--- src/rtl/arm_cond_pkg.sv ---
// arm_cond_pkg: condition-code encodings and NZCV bit positions shared by the
//   conditional-execution stage and its condition checker.
// Latency: n/a (types and constants only). Backpressure: n/a.
// Config macro used elsewhere in this slice: PERF_CNT_EN.
package arm_cond_pkg;

  typedef enum logic [3:0] {
    EQ = 4'b0000,
    NE = 4'b0001,
    CS = 4'b0010,
    CC = 4'b0011,
    MI = 4'b0100,
    PL = 4'b0101,
    VS = 4'b0110,
    VC = 4'b0111,
    HI = 4'b1000,
    LS = 4'b1001,
    GE = 4'b1010,
    LT = 4'b1011,
    GT = 4'b1100,
    LE = 4'b1101,
    AL = 4'b1110,
    NV = 4'b1111
  } cond_e;

  // Bit positions inside the {N,Z,C,V} flag vector
  localparam int FLAG_N = 3;
  localparam int FLAG_Z = 2;
  localparam int FLAG_C = 1;
  localparam int FLAG_V = 0;

endpackage

--- src/rtl/cond_logic_unit_cond_check.sv ---
// cond_check: evaluates a 4-bit ARM condition field against NZCV flags.
// Latency: combinational, 0 cycles. Backpressure: none (pure function).
// Ports: i_cond [3:0] condition field, i_flags [3:0] {N,Z,C,V}, o_pass 1 = condition holds.
module cond_check
  import arm_cond_pkg::*;
(
  input  logic [3:0] i_cond,
  input  logic [3:0] i_flags,
  output logic       o_pass
);

  logic w_n, w_z, w_c, w_v;

  assign w_n = i_flags[FLAG_N];
  assign w_z = i_flags[FLAG_Z];
  assign w_c = i_flags[FLAG_C];
  assign w_v = i_flags[FLAG_V];

  always_comb begin
    o_pass = 1'b0;
    case (cond_e'(i_cond))
      EQ: o_pass = w_z;
      NE: o_pass = ~w_z;
      CS: o_pass = w_c;
      CC: o_pass = ~w_c;
      MI: o_pass = w_n;
      PL: o_pass = ~w_n;
      VS: o_pass = w_v;
      VC: o_pass = ~w_v;
      HI: o_pass = w_c & ~w_z;
      LS: o_pass = ~w_c | w_z;
      GE: o_pass = (w_n == w_v);
      LT: o_pass = (w_n != w_v);
      GT: o_pass = ~w_z & (w_n == w_v);
      LE: o_pass = w_z | (w_n != w_v);
      AL: o_pass = 1'b1;
      NV: o_pass = 1'b0;
      default: o_pass = 1'b0;
    endcase
  end

endmodule

--- config.mk ---
export PLATFORM = sky130hd
export DESIGN_NAME = cond_check
export DESIGN_NICKNAME = d
export VERILOG_FILES = /design/src/rtl/arm_cond_pkg.sv /design/src/rtl/cond_logic_unit_cond_check.sv
export SDC_FILE = /design/constraint.sdc
export NUM_CORES = 1
export LEC_CHECK = 0
export BUFFER_PORTS_ARGS = -buffer_cell sky130_fd_sc_hd__buf_4
export CORE_AREA = 2 2 39 41
export DETAILED_ROUTE_END_ITERATION = 6
export DIE_AREA = 0 0 41 43
export GPL_TIMING_DRIVEN = 0
export SYNTH_ARGS = -nofsm -noshare
export SYNTH_HDL_FRONTEND = slang
export SYNTH_SLANG_ARGS = --single-unit
--- constraint.sdc ---
create_clock -name vclk -period 2.2
set_clock_uncertainty 0.2 [all_clocks]
set_input_delay 0.44 -clock vclk [all_inputs]
set_output_delay 0.44 -clock vclk [all_outputs]
set_load 0.03 [all_outputs]
Yosys cells after proc, flatten, opt, wreduce, memory -nomap -nowiden --
Cells that the tools add are included. Widths: inputs -> output; s select.
Storage, ports and cells: bits in registers 0, output and inout bits 1
Operators by class: equality and inequality tests 17, reductions and logical operators 1, bitwise operators 8, multiplexer cells 1
Operators by type and width (count):
- $eq 4x4->1 const B | 8
- $eq 4x3->1 const B | 4
- $pmux 1 s16 | 1
- $eq 4x2->1 const B | 2
- $eq 4x1->1 const B | 1
- $logic_not 4->1 | 1
- $not 1->1 | 4
- $and 1x1->1 | 2
- $or 1x1->1 | 2
- $eq 1x1->1 | 1
- $ne 1x1->1 | 1

Logic depth before layout (Yosys ltp) --
depth in word-level cells 3, mapped depth 6

Worst setup path before layout --
OpenSTA, ideal clock, no wires.
path type input to output, from input port i_flags[3], to output port o_pass, cell stages on the path 5, arrival time 1.696 ns, buffers on the path 0, data required time 1.560 ns, slack -0.136 ns, cells stage by stage xor2_1 > xor2_1 > a2111oi_1 > a311oi_1 > o22ai_1
Between the ends: cells in the longest elaborated chain, start to end 3
RTL lines:
- start: declaration | line cond_logic_unit_cond_check.sv:8 | input logic [3:0] i_flags,
- $ne 1x1->1 / $eq 1x1->1 (equally long branches)
- $or 1x1->1 / $and 1x1->1 (equally long branches) | line cond_logic_unit_cond_check.sv:35, cond_logic_unit_cond_check.sv:34
- $pmux 1 s16 * | line cond_logic_unit_cond_check.sv:21 | case (cond_e'(i_cond))
- end: declaration | line cond_logic_unit_cond_check.sv:9 | output logic o_pass
Mark *: on every way between the ends. The rest lies on a longest branch, timed or not.

Final worst setup path --
from input port i_flags[0], to output port o_pass
Same word-level chain as after synthesis.

==> results.tsv <==
stage	metric	value	unit
global_route	grt total ovfl	0	
layout	clock buffers	0	
floorplan	Core ar.	1380	um^2
worst_setup_path	Crit path required time	1560	ps
floorplan	# rows	14	
routing	post-DR wirelength/cell	10.4	um
floorplan	Die ar.	1760	um^2
logic_synthesis	Synth area leaders	xor2_1 17%, a21oi_1 9.7%, a2111oi_1 6.5%	
worst_setup_path	CP delay by family, top	compound AO/OA/AOI/OAI gates	
global_route	met2 usage	9.06	%
place	Post-Place Cell Area	234	um^2
layout	num sequential	0	
global_route	Most Crowded Layer GR	met2	
place	GP Congestion	0.614	
place	DP Wirelength	326	um
sta	Hold WS	1100	ps
job	max_cap viols	0	
layout	filler instances	160	
sta	Final Hold Fails	0	
global_route	initial antenna violation count	0	
logic_synthesis	average cell area after synthesis	6.75	um^2
sta	period utilisation layout	101	%
routing	final WL	488	um
layout	area growth from synthesis to layout	81.5	%
layout	share of cells above drive strength 1	51.6	%
layout	most frequent cells in the layout	6 x buf_4, 3 x a21oi_1, 2 x xor2_1, 2 x buf_6	
sta	crit path time final	2220	ps
logic_synthesis	share of the synthesized area in the top cell type	16.9	%
sta	RSZ-0062 raised after global routing	true	
routing	Starting DRT DRC Count	1	
worst_setup_path	crit path launch	i_flags[0]	
floorplan	initial core utilization	11.2	%
layout	most common cell after layout, fill and taps aside	buf_4	
sta	worst-margin pin slew	330	ps
logic_synthesis	Cell variety after synth	18	
sta	fmax	0.451	GHz
worst_setup_path	WP depth	8	
sta	Final Max Slew Viols	0	
layout	Post-Layout Cell Count	47	
routing	Detail Route Antenna Nets	0	
layout	design area	282	um^2
power	LEAKAGE	0.105	nW
power	power per standard cell area	238	nW/um^2
place	pre-CTS setup slack	-131	ps
layout	nets	41	
floorplan	IO Count	9	
place	placed insts	46	
logic_synthesis	warnings from Yosys	0	
worst_setup_path	Critical Path Start Type	input port	
worst_setup_path	CP endpoint kind	output pin	
routing	Via density	4.36	
status	status	finished with violations	
global_route	first-pass GRT wire length	572	um
global_route	largest net degree at the start of global routing	9	
global_route	Total GRT Usage	4.30	%
layout	sequential cell area	0	um^2
floorplan	die height	43	um
worst_setup_path	slowest CP cell	o22a_1	
routing	DR vias	205	
sta	# setup viols final	1	
logic_synthesis	syn_nets	31	
global_route	number of global-route vias before repair	163	
global_route	met1 usage	4.44	%
worst_setup_path	Arr. time, crit path	1580	ps
worst_setup_path	Crit Path Category	input port to output pin	
logic_synthesis	Synth Cell Area	155	um^2
logic_synthesis	leading area contributor after synthesis	xor2_1	
routing	drt first pass iters	2	
worst_setup_path	crit-path cells	buf_8, xor2_2, buf_4, nor2_1, o21ai_0, o22a_1, o22ai_2, buf_6	
logic_synthesis	cell count after synthesis	23	
status	violated checks	setup timing	
layout	ANT cells	0	
global_route	M3 GR Usage	0	%
routing	DR DRC count	0	
power	VDD IR-drop max	0.0296	mV
worst_hold_path	worst hold-check path type	input port to output pin	
sta	max_slew headroom	77.7	%
worst_setup_path	CP max stage delay	210	ps
logic_synthesis	post-synthesis sequential area ratio	0	%
place	number of buffers added on ports	7	
floorplan	die width	41	um
clock_tree	# hold bufs at CTS	0	
sta	final setup margin	-19.7	ps
worst_setup_path	peak fanout along the critical path	2	
worst_setup_path	CP Capture Point	o_pass	
worst_setup_path	Buf+Inv Stages, Crit Path	3	
==> timing repair <==
item                                    CTS  global route
endpoints found under the setup margin    1             1
gates resized for setup                   6             5
buffers inserted                          1             0
pin swaps                                 5             2
==> per-stage QoR <==
step	utilization [%]	power, mW	TNS (ps)
floorplan	-	0.0334	0
global placement	16.9	0.0521	-117
detailed placement	16.9	0.0529	-131
CTS	19.2	0.0617	-27.3
global route	20.3	0.0721	-74.3
finish	20.3	0.0671	-19.7
==> metal layers <==
layer / vias to the layer above / routed length (um)
li1: 101 / -
met1: 99 / 202
met2: 5 / 259
met3: 0 / 26
met4: 0 / 0
met5: - / 0
==> worst min path at each step <==
stage / start / endpoint / slack (ps) / cells after the start
after global routing: i_cond[3] / o_pass / 1130 / 4
after floorplan: i_cond[3] / o_pass / 920 / 2
final: i_cond[3] / o_pass / 1100 / 4
after global placement: i_cond[3] / o_pass / 1110 / 4
after CTS: i_cond[3] / o_pass / 1110 / 4
after detailed placement: i_cond[3] / o_pass / 1110 / 4
==> cells by family (layout without fill, tap and decap cells) <==
| group | Yosys count | in the layout | share of synthesized area [%] |
|---|---|---|---|
| multiplexers | 1 | 1 | 6.45 |
| XOR/XNOR | 4 | 4 | 22.6 |
| AO/OA/AOI/OAI | 9 | 9 | 39.5 |
| buffers and inverters | 3 | 11 | 9.67 |
| AND/OR/NAND/NOR | 6 | 6 | 21.8 |
==> synthesized netlist by cell type, drive strengths merged <==
library cell  n
a2111oi       1
xor2          3
xnor2         1
nor4b         1
a21oi         3
clkbuf        1
nand2b        1
o21ai         1
o22ai         1
a211oi        1
nor2          2
nor2b         1
a311oi        1
buf           1
nor3          1
o22a          1
inv           1
mux2i         1
==> final cells by class <==
cell class / instances / area [um^2] / area share (%)
Tap cell: 16 / 20.0 / 7.11
Timing Repair Buffer: 8 / 75.1 / 26.7
Inverter: 1 / 3.75 / 1.33
Multi-Input combinational cell: 20 / 170 / 60.4
Buffer: 2 / 12.5 / 4.44
==> power by group <==
group | total [mW] | internal (mW) | switching [mW]
Combinational | 0.0671 | 0.0342 | 0.0328
Sequential | 0 | 0 | 0
Clock | 0 | 0 | 0
Total | 0.0671 | 0.0342 | 0.0328
==> worst min-delay path, stage by stage <==
cell	delay (ps)
buf_4	90
nor4b_1	50
o22ai_2	120
buf_6	150
Note: power is estimated with default switching activity, not from simulation.
